**src/rtl/fifo_wr_arbiter.sv**
```systemverilog
// fifo_wr_arbiter
// Round-robin arbiter that shares the single write port of a fifo among
// NUM_REQ valid/ready requesters. Each grant covers one burst. A burst ends on
// the requester's last beat, when BURST_MAX beats have been written, or when
// the grantee stays idle for IDLE_TIMEOUT cycles. Each new grant costs one
// arbitration bubble cycle in IDLE.
module fifo_wr_arbiter #(
  parameter int WIDTH        = 32,
  parameter int NUM_REQ      = 4,
  parameter int BURST_MAX    = 4,
  parameter int IDLE_TIMEOUT = 8,
  localparam int ID_W        = (NUM_REQ > 1) ? $clog2(NUM_REQ) : 1
) (
  input  logic                     clk,
  input  logic                     reset,
  input  logic [NUM_REQ-1:0]       req_valid,
  input  logic [NUM_REQ-1:0]       req_last,
  input  logic [NUM_REQ*WIDTH-1:0] req_data,
  output logic [NUM_REQ-1:0]       req_ready,
  input  logic                     fifo_full,
  output logic                     w_valid,
  output logic [WIDTH-1:0]         data_in,
  output logic                     grant_valid,
  output logic [ID_W-1:0]          grant_id,
  output logic                     burst_abort
);

  // beat_cnt holds at most BURST_MAX-1; idle_cnt holds at most IDLE_TIMEOUT-1 (<= 254)
  localparam int BEAT_W = $clog2(BURST_MAX) + 1;
  localparam int IDLE_W = 8;

  typedef enum logic {
    S_IDLE  = 1'b0,
    S_GRANT = 1'b1
  } state_t;

  state_t              state_q, state_d;
  logic [ID_W-1:0]     rr_ptr_q, rr_ptr_d;
  logic [ID_W-1:0]     grant_id_q, grant_id_d;
  logic [BEAT_W-1:0]   beat_cnt_q, beat_cnt_d;
  logic [IDLE_W-1:0]   idle_cnt_q, idle_cnt_d;
  logic                burst_abort_q, burst_abort_d;

  logic                in_grant;
  logic                pick_found;
  logic [ID_W-1:0]     pick_id;
  logic [ID_W-1:0]     next_ptr;
  logic                beat;
  logic                last_beat;
  logic                timeout_hit;
  logic [WIDTH-1:0]    data_arr [NUM_REQ];

  assign in_grant = (state_q == S_GRANT);

  // Unpack the flat data bus into one word per requester for the output mux
  for (genvar gi = 0; gi < NUM_REQ; gi++) begin : g_unpack
    assign data_arr[gi] = req_data[gi*WIDTH +: WIDTH];
  end

  // Only the grantee may see ready, and never while the fifo is full
  for (genvar gi = 0; gi < NUM_REQ; gi++) begin : g_ready
    assign req_ready[gi] = in_grant && !fifo_full && (grant_id_q == ID_W'(gi));
  end

  // Write strobe and data are combinational so a beat needs no extra latency
  always_comb begin
    w_valid = 1'b0;
    data_in = '0;
    if (in_grant) begin
      data_in = data_arr[grant_id_q];
      w_valid = req_valid[grant_id_q] && !fifo_full;
    end
  end

  // Round-robin pick: first valid requester at or after rr_ptr, wrapping.
  // Scanning from the far end lets the nearest candidate overwrite the others.
  always_comb begin
    int idx;
    pick_found = 1'b0;
    pick_id    = '0;
    idx        = 0;
    for (int k = NUM_REQ - 1; k >= 0; k--) begin
      idx = int'(rr_ptr_q) + k;
      if (idx >= NUM_REQ) begin
        idx = idx - NUM_REQ;
      end
      if (req_valid[idx]) begin
        pick_found = 1'b1;
        pick_id    = ID_W'(idx);
      end
    end
  end

  // Release conditions and the pointer that demotes the current grantee
  always_comb begin
    next_ptr    = (grant_id_q == ID_W'(NUM_REQ - 1)) ? '0 : grant_id_q + ID_W'(1);
    beat        = w_valid;
    last_beat   = req_last[grant_id_q] || (beat_cnt_q == BEAT_W'(BURST_MAX - 1));
    timeout_hit = (idle_cnt_q == IDLE_W'(IDLE_TIMEOUT - 1));
  end

  // Next-state logic: arbitrate in IDLE, count beats and idleness in GRANT
  always_comb begin
    state_d       = state_q;
    rr_ptr_d      = rr_ptr_q;
    grant_id_d    = grant_id_q;
    beat_cnt_d    = beat_cnt_q;
    idle_cnt_d    = idle_cnt_q;
    burst_abort_d = 1'b0;
    case (state_q)
      S_IDLE: begin
        if (pick_found) begin
          grant_id_d = pick_id;
          beat_cnt_d = '0;
          idle_cnt_d = '0;
          state_d    = S_GRANT;
        end
      end
      S_GRANT: begin
        if (beat) begin
          idle_cnt_d = '0;
          if (last_beat) begin
            beat_cnt_d = '0;
            rr_ptr_d   = next_ptr;
            state_d    = S_IDLE;
          end else begin
            beat_cnt_d = beat_cnt_q + BEAT_W'(1);
          end
        end else if (!fifo_full) begin
          // Grantee has nothing to send while the fifo could accept it
          if (timeout_hit) begin
            idle_cnt_d    = '0;
            burst_abort_d = 1'b1;
            rr_ptr_d      = next_ptr;
            state_d       = S_IDLE;
          end else begin
            idle_cnt_d = idle_cnt_q + IDLE_W'(1);
          end
        end
        // fifo_full stall: counters hold
      end
      default: begin
        state_d = S_IDLE;
      end
    endcase
  end

  // State register; reset drops any burst immediately
  always_ff @(posedge clk or posedge reset) begin
    if (reset) begin
      state_q       <= S_IDLE;
      rr_ptr_q      <= '0;
      grant_id_q    <= '0;
      beat_cnt_q    <= '0;
      idle_cnt_q    <= '0;
      burst_abort_q <= 1'b0;
    end else begin
      state_q       <= state_d;
      rr_ptr_q      <= rr_ptr_d;
      grant_id_q    <= grant_id_d;
      beat_cnt_q    <= beat_cnt_d;
      idle_cnt_q    <= idle_cnt_d;
      burst_abort_q <= burst_abort_d;
    end
  end

  assign grant_valid = in_grant;
  assign grant_id    = grant_id_q;
  assign burst_abort = burst_abort_q;

endmodule

```
**config.mk**
```make
export PLATFORM = sky130hd
export DESIGN_NAME = fifo_wr_arbiter
export DESIGN_NICKNAME = d
export VERILOG_FILES = /design/src/rtl/fifo_wr_arbiter.sv
export SDC_FILE = /design/constraint.sdc
export NUM_CORES = 1
export LEC_CHECK = 0
export ABC_AREA = 1
export CORE_UTILIZATION = 32
export DETAILED_ROUTE_END_ITERATION = 12
export PLACE_DENSITY = 0.78
export REMOVE_ABC_BUFFERS = 1
export SYNTH_ARGS = -nofsm -noshare
export SYNTH_HDL_FRONTEND = slang
export SYNTH_SLANG_ARGS = --single-unit
export TNS_END_PERCENT = 1
```
**constraint.sdc**
```tcl
create_clock -name clk -period 1.5 [get_ports clk]
set_clock_uncertainty 0.15 [all_clocks]
set_input_delay 0.15 -clock clk [delete_from_list [all_inputs] [get_ports clk]]
set_output_delay 0.15 -clock clk [all_outputs]
set_load 0.005 [all_outputs]
```
==> impl_results.md <==
- Synth Register Bits: 17
- Yosys top cell area share: 22.74%
- Fin. Hold Viols: 0
- Async SR Flop Fraction: 100.0%
- Synthesized area per cell: 5.541 um2
- CP Buf/Inv Count: 3
- Via count: 3690
- Dpl ws: -0.4722 ns
- Crit-path leading delay family: flip-flops
- EDFF count, synth: 0
- N_diodes: 0
- Pwr Density: 1615 mW/mm2
- RSZ-0062 raised after global routing: yes
- DRC Markers: 0
- Die span in y: 88.49 um
- Placed Instances: 722
- Htree depth: 1
- Worst Path Max Fanout: 7
- HPWL after DPL: 7579 um
- Starting Density: 33.00%
- Initial antenna violation count: 1
- CTS tree: done
- I/O Buffers: 179
- Tightest Pin Transition: 0.2728 ns
- Pin count of the biggest net entering global routing: 35
- Synth area leaders: nor2_1, dfrtp_1, o21ai_0
- CTS root buffer: clkbuf_8
- Crit share post-route: 128.0%
- Failing checks: setup timing
- Critical Path Start Type: flop
- Final core utilization: 67.59%
- Routed len/inst: 14.34 um
- GRT Overall Usage: 24.83%
- Synth Warn #: 0
- Clock tree buffer depth: 2
- Total Power: 7918 uW
- Crit path capture type: output port
- Final ANT Viol Nets: 0
- Rows: 31
- Post-route minimum period: 1.919 ns
- Die width: 88.49 um
- Final setup violation count: 54
- CP arrival: 1.62 ns
- Setup ws final: -0.4193 ns
- Ys flop type: dfrtp_1
- Die Footprint: 0.007830 mm2
- Critical path class: flop to output port
- DR pass1 iterations: 4
- Mapped cell area: 0.002394 mm2
- First-pass GRT wire length: 15270 um
- # IOs: 180
- GP Congestion: 0.8943
- Starting DRC count in detailed routing: 114
- Slew Viols, Final: 0
- Via density: 4.953
- Status: complete, but fails checks
- Yosys top cell by area: nor2_1
- Post-synthesis cell count: 432
- Sequential area share after synthesis: 17.77%
- Share of layout cells above drive strength 1: 26.78%
- Hold/Removal Path Class: input pin to asynchronous set/reset pin
- Clock slew at reported path FFs: 0.06 ns
- Slowest stage delay, CP: 0.57 ns
- Fmax: 521.0 MHz
- Fin nets: 794
- Rel. slew slack: 81.62%
- Critical Path RT: 1.20 ns
- Crit path cell chain: buf_12 -> buf_16 -> nor2_2 -> nor2_1 -> o21ai_1 -> a21oi_1 -> buf_2
- CTS buffer count: 3
- Clock sinks: 17
- Area grow syn2layout: 104.8%
- Final Non-Filler Cells: 745
- Synth top cells by count: nor2_1, o21ai_0, nand2_1
- CP max stage cell: dfrtp_4
- Peak supply drop: 0.8895 mV
- Static leakage: 0.002179 uW
- CTS Hold Bufs: 0
- Vias in the first global route: 3339
- Count leader, synth: nor2_1
- Worst-skew pair later-pin latency: 0.26 ns
- Final WL: 10690 um
- Core Box Area: 0.007253 mm2
- Global route overflow: 0
- Distinct cells, synth: 28
- Max cap viols: 0
[worst paths after layout]
kind / from / to / slack (ns) / cells past startpoint
setup / recovery: grant_id[0] / data_in[18] / -0.42 / 7
hold / removal: reset / rr_ptr_q[1] / 0.06 / 3
setup reg to reg: grant_id[0] / beat_cnt_q[0] / -0.35 / 9
hold reg to reg: beat_cnt_q[2] / beat_cnt_q[2] / 0.36 / 2
max in group asynchronous: reset / grant_id[0] / 0.93 / 3
min in group clk: beat_cnt_q[2] / beat_cnt_q[2] / 0.36 / 2
[routing by layer]
| layer | up-vias | routed length (um) | global-route usage (%) |
|---|---|---|---|
| met4 | 2 | 164 | 6.452 |
| met1 | 1698 | 4218 | 27.54 |
| met5 | - | 17 | 0 |
| met3 | 16 | 785 | 4.944 |
| met2 | 131 | 5501 | 47.83 |
| li1 | 1843 | - | - |
[cells by family after synthesis]
| group | synth area share, % |
|---|---|
| compound gates | 24.10 |
| xor+xnor | 1.830 |
| fa+ha+maj | 4.182 |
| buf+inv | 10.04 |
| flops | 17.77 |
| simple gates | 42.08 |
[flip-flops by register name, indices dropped and copies added, names as in the netlist]
signal / count
grant_valid: 1
grant_id: 2
idle_cnt_q: 8
beat_cnt_q: 3
burst_abort: 1
rr_ptr_q: 2
[where the power goes]
group          switching, uW  internal (uW)  total [uW]
Combinational           3380           3410        6780
Clock                    157            189         346
Sequential               204            583         787
[metrics by stage]
step | hold WS [ns] | area (um2) | setup TNS [ns]
after floorplan | -0.07393 | 2243 | -57.21
after global placement | 0.3322 | 4561 | -16.52
after detailed placement | 0.3378 | 4561 | -18.55
after CTS | 0.06049 | 4813 | -17.75
after global routing | 0.1204 | 4902 | -21.27
final | 0.05511 | 4902 | -17.20
[final cells by class]
class,instances,area [um2]
fillers,627,2351
repair buffers,238,2313
multi-input cells,365,1892
flip-flops and latches,17,430.4
well taps,99,123.9
inverters,22,97.59
clock buffers,4,45.04
[placed cells by master (no fill, tap or decap), types with 23 or more instances in the layout]
cell	synthesis	routed
a21oi_1	37	35
buf_2	9	35
buf_4	0	30
clkdlybuf4s50_1	0	139
nand2_1	50	44
nor2_1	145	119
nor2_2	1	23
o21ai_0	72	31
o21ai_1	3	43
[what timing repair did]
item | in CTS | in global routing
pin swaps | 40 | 18
cloned | 3 | 4
endpoints found under the setup margin | 56 | 56
gates resized for setup | 215 | 50
setup buffers | 13 | 1
[tightest hold or removal path: stages]
cell	delay, ns
clkdlybuf4s50_1	0.39
inv_1	0.05
buf_4	0.24
Power figures use the tool's default switching activity.
